[src/rtl/rx_frame_pkg.sv]
// Shared types and constants for the receive-side frame parser.
package rx_frame_pkg;

  // Parser states, in the order a well-formed frame walks through them.
  typedef enum logic [2:0] {
    ST_IDLE,
    ST_LEN,
    ST_PAYLOAD,
    ST_CHK,
    ST_HOLD
  } state_t;

  // Default start-of-frame marker.
  localparam logic [7:0] SOF_DEFAULT = 8'hA5;

  // Running checksum is a byte-wide XOR.
  localparam int CHK_W = 8;

  // Increment an 8-bit error counter, sticking at all-ones.
  function automatic logic [7:0] sat_inc(input logic [7:0] v);
    return (v == 8'hFF) ? v : v + 8'd1;
  endfunction

endpackage

[src/rtl/rx_frame_parser_gap_timer.sv]
// Inter-byte gap timer: counts enabled cycles and flags the cycle in which
// the count would reach TIMEOUT. A clear in the same cycle always wins.
module rx_gap_timer #(
  parameter int TIMEOUT = 2000
) (
  input  logic clk,
  input  logic rst,
  input  logic clear,
  input  logic enable,
  output logic expire
);

  localparam int CW = $clog2(TIMEOUT + 1);

  logic [CW-1:0] cnt_reg;

  assign expire = enable && !clear && (cnt_reg == CW'(TIMEOUT - 1));

  // Count idle cycles; restart on clear or after firing.
  always_ff @(posedge clk) begin
    if (rst || clear || expire) begin
      cnt_reg <= '0;
    end else if (enable) begin
      cnt_reg <= cnt_reg + 1'b1;
    end
  end

endmodule

[src/rtl/rx_frame_parser.sv]
// Frame parser behind the UART receiver: SOF, LEN, payload, CHK.
// Good payloads are buffered and held for the host until acknowledged.
module rx_frame_parser
  import rx_frame_pkg::*;
#(
  parameter int         MAX_LEN  = 16,
  parameter logic [7:0] SOF_BYTE = SOF_DEFAULT,
  parameter int         TIMEOUT  = 2000,
  parameter int         ADDR_W   = (MAX_LEN > 1) ? $clog2(MAX_LEN) : 1
) (
  input  logic              clk,
  input  logic              rst,
  input  logic [7:0]        rx_data,
  input  logic              rx_valid,
  output logic              frame_ready,
  output logic [7:0]        frame_len,
  input  logic [ADDR_W-1:0] rd_addr,
  output logic [7:0]        rd_data,
  input  logic              frame_ack,
  output logic [7:0]        err_chk_cnt,
  output logic [7:0]        err_ovr_cnt,
  output logic              err_timeout
);

  localparam logic [7:0] MAX_LEN_B = 8'(MAX_LEN);

  state_t           state_reg, state_next;
  logic [7:0]       len_reg;
  logic [7:0]       idx_reg;
  logic [CHK_W-1:0] chk_reg;
  logic             frame_ready_reg;
  logic [7:0]       frame_len_reg;
  logic [7:0]       err_chk_cnt_reg;
  logic [7:0]       err_ovr_cnt_reg;
  logic             err_timeout_reg;
  logic             rd_valid_reg;
  logic [7:0]       ram_q_reg;
  logic [7:0]       mem [MAX_LEN];

  // Control strobes decoded by the FSM for the datapath.
  logic len_load, wr_en, chk_bad, ovr_drop, frame_accept, timeout_fire;
  logic in_frame, gap_expire;

  assign in_frame = (state_reg == ST_LEN) || (state_reg == ST_PAYLOAD) ||
                    (state_reg == ST_CHK);

  rx_gap_timer #(.TIMEOUT(TIMEOUT)) u_gap_timer (
    .clk    (clk),
    .rst    (rst),
    .clear  (!in_frame || rx_valid),
    .enable (in_frame && !rx_valid),
    .expire (gap_expire)
  );

  // State register.
  always_ff @(posedge clk) begin
    if (rst) begin
      state_reg <= ST_IDLE;
    end else begin
      state_reg <= state_next;
    end
  end

  // Next-state decode and datapath strobes.
  always_comb begin
    state_next   = state_reg;
    len_load     = 1'b0;
    wr_en        = 1'b0;
    chk_bad      = 1'b0;
    ovr_drop     = 1'b0;
    frame_accept = 1'b0;
    timeout_fire = 1'b0;
    unique case (state_reg)
      ST_IDLE: begin
        if (rx_valid && rx_data == SOF_BYTE) state_next = ST_LEN;
      end
      ST_LEN: begin
        if (rx_valid) begin
          if (rx_data == 8'd0 || rx_data > MAX_LEN_B) begin
            chk_bad    = 1'b1;
            state_next = ST_IDLE;
          end else begin
            len_load   = 1'b1;
            state_next = ST_PAYLOAD;
          end
        end else if (gap_expire) begin
          timeout_fire = 1'b1;
          state_next   = ST_IDLE;
        end
      end
      ST_PAYLOAD: begin
        if (rx_valid) begin
          wr_en = 1'b1;
          if (idx_reg == len_reg - 8'd1) state_next = ST_CHK;
        end else if (gap_expire) begin
          timeout_fire = 1'b1;
          state_next   = ST_IDLE;
        end
      end
      ST_CHK: begin
        if (rx_valid) begin
          if (rx_data == chk_reg) begin
            frame_accept = 1'b1;
            state_next   = ST_HOLD;
          end else begin
            chk_bad    = 1'b1;
            state_next = ST_IDLE;
          end
        end else if (gap_expire) begin
          timeout_fire = 1'b1;
          state_next   = ST_IDLE;
        end
      end
      ST_HOLD: begin
        ovr_drop = rx_valid;
        if (frame_ack) state_next = ST_IDLE;
      end
      default: state_next = ST_IDLE;
    endcase
  end

  // Frame bookkeeping, host-visible status and error counters.
  always_ff @(posedge clk) begin
    if (rst) begin
      len_reg         <= '0;
      idx_reg         <= '0;
      chk_reg         <= '0;
      frame_ready_reg <= 1'b0;
      frame_len_reg   <= '0;
      err_chk_cnt_reg <= '0;
      err_ovr_cnt_reg <= '0;
      err_timeout_reg <= 1'b0;
      rd_valid_reg    <= 1'b0;
    end else begin
      err_timeout_reg <= timeout_fire;
      if (len_load) begin
        len_reg <= rx_data;
        chk_reg <= rx_data;
        idx_reg <= '0;
      end
      if (wr_en) begin
        chk_reg <= chk_reg ^ rx_data;
        idx_reg <= idx_reg + 8'd1;
      end
      if (frame_accept) begin
        frame_ready_reg <= 1'b1;
        frame_len_reg   <= len_reg;
      end else if (state_reg == ST_HOLD && frame_ack) begin
        frame_ready_reg <= 1'b0;
      end
      if (chk_bad)  err_chk_cnt_reg <= sat_inc(err_chk_cnt_reg);
      if (ovr_drop) err_ovr_cnt_reg <= sat_inc(err_ovr_cnt_reg);
      // Reads outside the held frame return zero rather than stale buffer data.
      rd_valid_reg <= frame_ready_reg && (9'(rd_addr) < 9'(frame_len_reg));
    end
  end

  // Payload buffer: write during PAYLOAD, registered read for the host.
  always_ff @(posedge clk) begin
    if (wr_en) mem[idx_reg[ADDR_W-1:0]] <= rx_data;
    ram_q_reg <= mem[rd_addr];
  end

  assign rd_data     = rd_valid_reg ? ram_q_reg : 8'h00;
  assign frame_ready = frame_ready_reg;
  assign frame_len   = frame_len_reg;
  assign err_chk_cnt = err_chk_cnt_reg;
  assign err_ovr_cnt = err_ovr_cnt_reg;
  assign err_timeout = err_timeout_reg;

endmodule

[config.mk]
export PLATFORM = sky130hd
export DESIGN_NAME = rx_frame_parser
export DESIGN_NICKNAME = d
export VERILOG_FILES = /design/src/rtl/rx_frame_pkg.sv /design/src/rtl/rx_frame_parser_gap_timer.sv /design/src/rtl/rx_frame_parser.sv
export SDC_FILE = /design/constraint.sdc
export NUM_CORES = 1
export LEC_CHECK = 0
export BUFFER_PORTS_ARGS = -buffer_cell sky130_fd_sc_hd__buf_2
export CAP_MARGIN = 30
export CORE_MARGIN = 2
export CORE_UTILIZATION = 50
export DETAILED_ROUTE_END_ITERATION = 10
export GPL_TIMING_DRIVEN = 1
export PLACE_DENSITY_LB_ADDON = 0.08
export SLEW_MARGIN = 20
export SYNTH_ARGS = -nofsm -noshare
export SYNTH_HDL_FRONTEND = slang
export SYNTH_HIERARCHICAL = 1
export SYNTH_SLANG_ARGS = --single-unit
[constraint.sdc]
create_clock -name clk -period 2.8 [get_ports clk]
set_clock_uncertainty 0.05 [all_clocks]
set_input_delay 0.42 -clock clk [delete_from_list [all_inputs] [get_ports clk]]
set_output_delay 0.42 -clock clk [all_outputs]
set_load 0.02 [all_outputs]
Word-level counts from Yosys, hierarchy flattened:

Memories as Yosys holds them, arrays and structs flattened. A register that Yosys moved wholly into a read port is not among the register bits.
Cells that the tools add are included.

* bits in registers: 65
* memory bits (writable): 128
* output and inout bits: 34
* memories kept: 1

Memory list
* mem: words 16, bits a word 8, read ports 1, clocked after Yosys merged registers in 1, wr ports 1, line rx_frame_parser.sv:38 `logic [7:0] mem [MAX_LEN];`

* add/sub/neg operators: 5
* magnitude comparators: 2
* eq/ne operators: 13
* muxes and demuxes: 34
* bitwise operators: 4
* reductions and logical operators: 24

Operator list (number)
* 2-to-1 mux 8 bit: 5
* adder 8 x 1 -> 8 bit, second input constant: 3
* equality test 8 bit, second input constant: 3
* 2-to-1 mux 3 bit: 8
* 2-to-1 mux 1 bit: 18
* equality test 8 bit: 2
* one-hot mux 3 bit (5 select lines): 1
* adder 11 x 1 -> 11 bit, second input constant: 1
* equality test 11 bit, second input constant: 1
* greater-than comparator 8 x 5 -> 1 bit, second input constant: 1
* zero test 8 bit: 1
* less-than comparator 4 x 8 -> 1 bit: 1
* subtractor 8 x 1 -> 8 bit, second input constant: 1
* XOR 8 bit: 1
* equality test 3 x 2 -> 1 bit, second input constant: 2
* logical AND 1 bit: 6
* logical OR 1 bit: 6
* OR reduction 3 bit: 2
* inequality test 2 bit, second input constant: 2
* AND reduction 2 bit: 2
* nonzero test 2 bit: 2
* equality test 3 x 1 -> 1 bit, second input constant: 1
* equality test 3 bit, second input constant: 1
* zero test 1 bit: 3
* 6 further kinds: 8

Logic depth before layout (Yosys ltp):

* word-level depth: 11
* gate-level depth with buffers: 10
* gate-level depth less buffers: 8

By module:

The synthesis kept the hierarchy.

Modules (own cells, without submodules)
* rx_frame_parser: times used 1, cells each 566, area each 8000.2 um^2, seq. area each 5084.9 um^2
* rx_gap_timer: times used 1, cells each 57, area each 516.7 um^2, seq. area each 220.2 um^2

Least setup slack after synthesis:

Ideal clock, no wire load.

* path type: input to register
* start: in rx_valid
* end: mem mem[0][0], enable pin
* setup time: 0.383 ns
* arrival time: 1.942 ns
* setup slack: 0.425 ns
* cell stages on the path: 6
* path buffers: 3
* cell sequence: buf_2 -> nor4bb_1 -> buf_2 -> buf_2 -> nand2_1 -> nor3_1

* cells in the longest elaborated chain, start to end: 4

Ends and longest elaborated chain
* start, declared: line rx_frame_parser.sv:14 `input logic rx_valid,`
* 2-to-1 mux 1 bit: line rx_frame_parser.sv:92 `if (rx_valid) begin`
* 2-to-1 mux 1 bit: line rx_frame_parser.sv:73 `unique case (state_reg)`
* 2-to-1 mux 1 bit: line rx_frame_parser.sv:160 `if (wr_en) mem[idx_reg[ADDR_W-1:0]] <= rx_data;`
* 2-to-1 mux 1 bit (implied by the code): line rx_frame_parser.sv:160
* end, declared: line rx_frame_parser.sv:38

Every way passes these cells.

Worst setup path after layout:

* start: reg state_reg[1]
* end: reg state_reg[0]

* cells in the longest elaborated chain, start to end: 11
* elaborated cells between the ends (all ways): 22

Ends and longest elaborated chain
* start, declared: line rx_frame_parser.sv:27 `state_t state_reg, state_next;`
* start signal, assigned: line rx_frame_parser.sv:60 `state_reg <= state_next;`
* equality test 3 x 1 -> 1 bit or equality test 3 x 2 -> 1 bit (tied branches): line rx_frame_parser.sv:44 `assign in_frame = (state_reg == ST_LEN) || (state_reg == ST_PAYLOAD) ||`
* logical OR 1 bit: line rx_frame_parser.sv:44
* logical OR 1 bit *: line rx_frame_parser.sv:44
* zero test 1 bit: line rx_frame_parser.sv:50 `.clear (!in_frame || rx_valid),`
* logical OR 1 bit: line rx_frame_parser.sv:50
* zero test 1 bit: line rx_frame_parser_gap_timer.sv:17 `assign expire = enable && !clear && (cnt_reg == CW'(TIMEOUT - 1));`
* logical AND 1 bit * (2 in series): line rx_frame_parser_gap_timer.sv:17
* named net gap_expire: line rx_frame_parser.sv:42 `logic in_frame, gap_expire;`
* 2-to-1 mux 3 bit *
* 2-to-1 mux 3 bit, on equally long branches
* one-hot mux 3 bit (5 select lines) *: line rx_frame_parser.sv:73

The timed path passes the listed nets; every way through them passes the cells marked *.
A chain may end at the register's enable or synchronous reset.

==> flow_summary.ini <==
[finish]
multi_input_area_mm2 = 0.00300
n_antenna_cell = 0
final_cell_mix = edfxtp_1 (128), dfxtp_1 (73), nor2_1 (51), buf_2 (49), mux4_2 (40)
final_common_cell = edfxtp_1
final_core_util = 0.590
fillers = 1315
nNetsFinal = 717
seqCellArea_mm2 = 0.00531
largest_register_ffs = 128
syn2layout_area_growth_pct = 15.3
final_layout_size_suffix_gt1_frac = 0.237

[synth]
synth_top_cell_by_area = edfxtp_1
synth.top_cell.area_share = 0.451
ys_seq_area_frac = 0.623
yosys_warnings = 6
synth_cell_types = 53
synth_area_mm2 = 0.00852
syn_avg_cell_area_um2 = 13.7
synthCells = 623
yosys-top-cells-area = edfxtp_1 (45%), dfxtp_1 (17%), mux4_2 (11%), nor2_1 (2.2%), xor2_1 (2.2%)
async_reset_ff_frac = 0
syn-num-nets = 650
ys_seq_elements = 201
synth_edf_count = 128
synth_ff_type = edfxtp_1

[job]
drv_cap = 0

[power_and_ir_drop]
p_per_area_mw_per_mm2 = 614
p_leak_nw = 3.41
p_sw_w = 0.00123
vdd_drop_max_v = 0.000423
seq_power_share = 0.524
p_sw_frac = 0.204
totalPowerFinal_w = 0.00603
power_frac_comb = 0.036
p_int_w = 0.00480
p_clk_frac = 0.440

[setup_path]
crit_required_ps = 3110
crit_fanout = 10
slowest_stage = dfxtp_1
cp-end-kind = flip-flop
worstSetupPathType = reg2reg
worst_ep_arrival_time_ps = 2770
start_kind = flip-flop
worst_path_largest_cell_delay_ps = 510
worstPathCellList = nor2_1 > or3_1 > inv_1 > nand4_4 > nor4_2 > o21ai_0 > o311ai_1 > nor4_1

[sta]
setup_violations = 0
tightestPinTransition_ps = 683
relSlewSlack = 0.544
period_needed_ps = 2460
fmax_ghz = 0.407
rsz0062_at_grt = no
setup_tns_ps = 0
report.final.slew_viol_count = 0
hold_violations = 0
period_share = 0.877
whs_ps = 155

[clock_network]
cts_buffers = 21
clockBufferDepth = 3
path_clk_slew_ps = 60
insertion_delay_ps = 490
cts.sinks = 201
htree_num_levels = 1
cts-root-buf = clkbuf_16
cts_tree = yes

[route]
drt-initial-drc-count = 398
drc = 0
vias = 5465
routed_via_density = 5.91
ant_nets = 0
wl_per_cell_um = 20.6
routed_wl_um = 19100
dr.pass1.iters = 5

[min_path]
hold_path_class = in2reg

[global_routing]
antenna_found_initial = 0
grtUsageTotal = 0.217
grt_pass1_vias = 5411
grt_max_degree = 34
grt-ovfl-total = 0
grt_pass1_wl_um = 30100

[placement]
hpwlAfterDp_um = 13000
gp_congestion = 0.761
io_buffers = 49

[floorplan]
fp.dieH_um = 135
start_util = 0.512
core.rowCount = 47
dieArea_mm2 = 0.0181
core_area_mm2 = 0.0166
die_w_um = 135
io_pins = 50

[run_status]
status = completed
[cell families after synthesis]
logic type,share of synthesized area
flip-flops,0.623
AND/OR/NAND/NOR,0.119
AO/OA/AOI/OAI,0.0611
multiplexers,0.123
buffers and inverters,0.0264
XOR/XNOR,0.0319
adder cells (fa/ha/maj),0.0162
[per-layer routing]
layer | global-route usage | routed length, µm | part of all wire
met5 | 0 | 0 | 0
met4 | 0.0673 | 541 | 0.028
met3 | 0.0334 | 813 | 0.043
met2 | 0.369 | 9540 | 0.50
met1 | 0.290 | 8180 | 0.43
[final cells by class]
type | count | share of cell area
Multi-Input combinational cell | 370 | 0.305
Timing Repair Buffer | 86 | 0.0558
Sequential cell | 201 | 0.540
Tap cell | 220 | 0.0280
Clock inverter | 9 | 0.00764
Clock buffer | 28 | 0.0592
Inverter | 10 | 0.00382
[synthesized netlist by cell type (4+ instances only)]
master    instances
edfxtp_1        128
nor2_1           51
clkbuf_1         19
nand3_1          15
nand2b_1          5
buf_2            18
and3_1            5
mux4_2           40
o21ai_1           4
ha_1             11
and2_1           12
a21oi_1          36
inv_1            10
or4_1             9
xnor2_1          10
a31oi_1           7
o21ai_0          11
buf_1             4
nand4_1          16
dfxtp_1          73
nor4_1            8
or3_1             5
a21o_1            4
o31ai_1          11
xor2_1           21
nor3_1           12
mux2i_1          12
nand2_1          33
[critical path, delay by kind of cell, from the launching register on]
| kind | cells | cell delay, ps |
|---|---|---|
| and+or+nand+nor | 5 | 1240 |
| DFF | 1 | 510 |
| buffers and inverters | 1 | 260 |
| AOI/OAI and AO/OA | 2 | 260 |
[power groups by stage]
| stage | sequential [W] | clock, W | combinational [W] |
|---|---|---|---|
| 6_report | 0.00316 | 0.00265 | 0.000219 |
| 2_1_floorplan | 0.00322 | 0 | 0.000122 |
| 5_1_grt | 0.00316 | 0.00281 | 0.000238 |
| 3_3_place_gp | 0.00322 | 0 | 0.000218 |
| 3_5_place_dp | 0.00322 | 0 | 0.000221 |
| 4_1_cts | 0.00316 | 0.00270 | 0.000222 |
[per-stage QoR]
stage	std cells	worst slack (ps)	cell area, µm²
after floorplan	623	425	8520
after global placement	887	277	9160
after detailed placement	887	211	9160
after CTS	924	182	9820
after global routing	924	96.7	9820
final	924	345	9820
[path summary, 6_finish.rpt]
path	start	to	slack, ps	cells past startpoint
setup / recovery	state_reg[1]	state_reg[0]	340	8
hold reg to reg	u_gap_timer/cnt_reg[10]	u_gap_timer/cnt_reg[10]	440	2
setup reg to reg	state_reg[1]	state_reg[0]	340	8
hold / removal	frame_ack	state_reg[2]	160	3
[what timing repair did]
item | 4_1_cts | 5_1_grt
hold buffers | 0 | 0
setup endpoints to repair | 0 | 1
gates resized for setup | 0 | 1
buffers inserted | 0 | 0
Note: power is estimated with default switching activity, not from simulation.
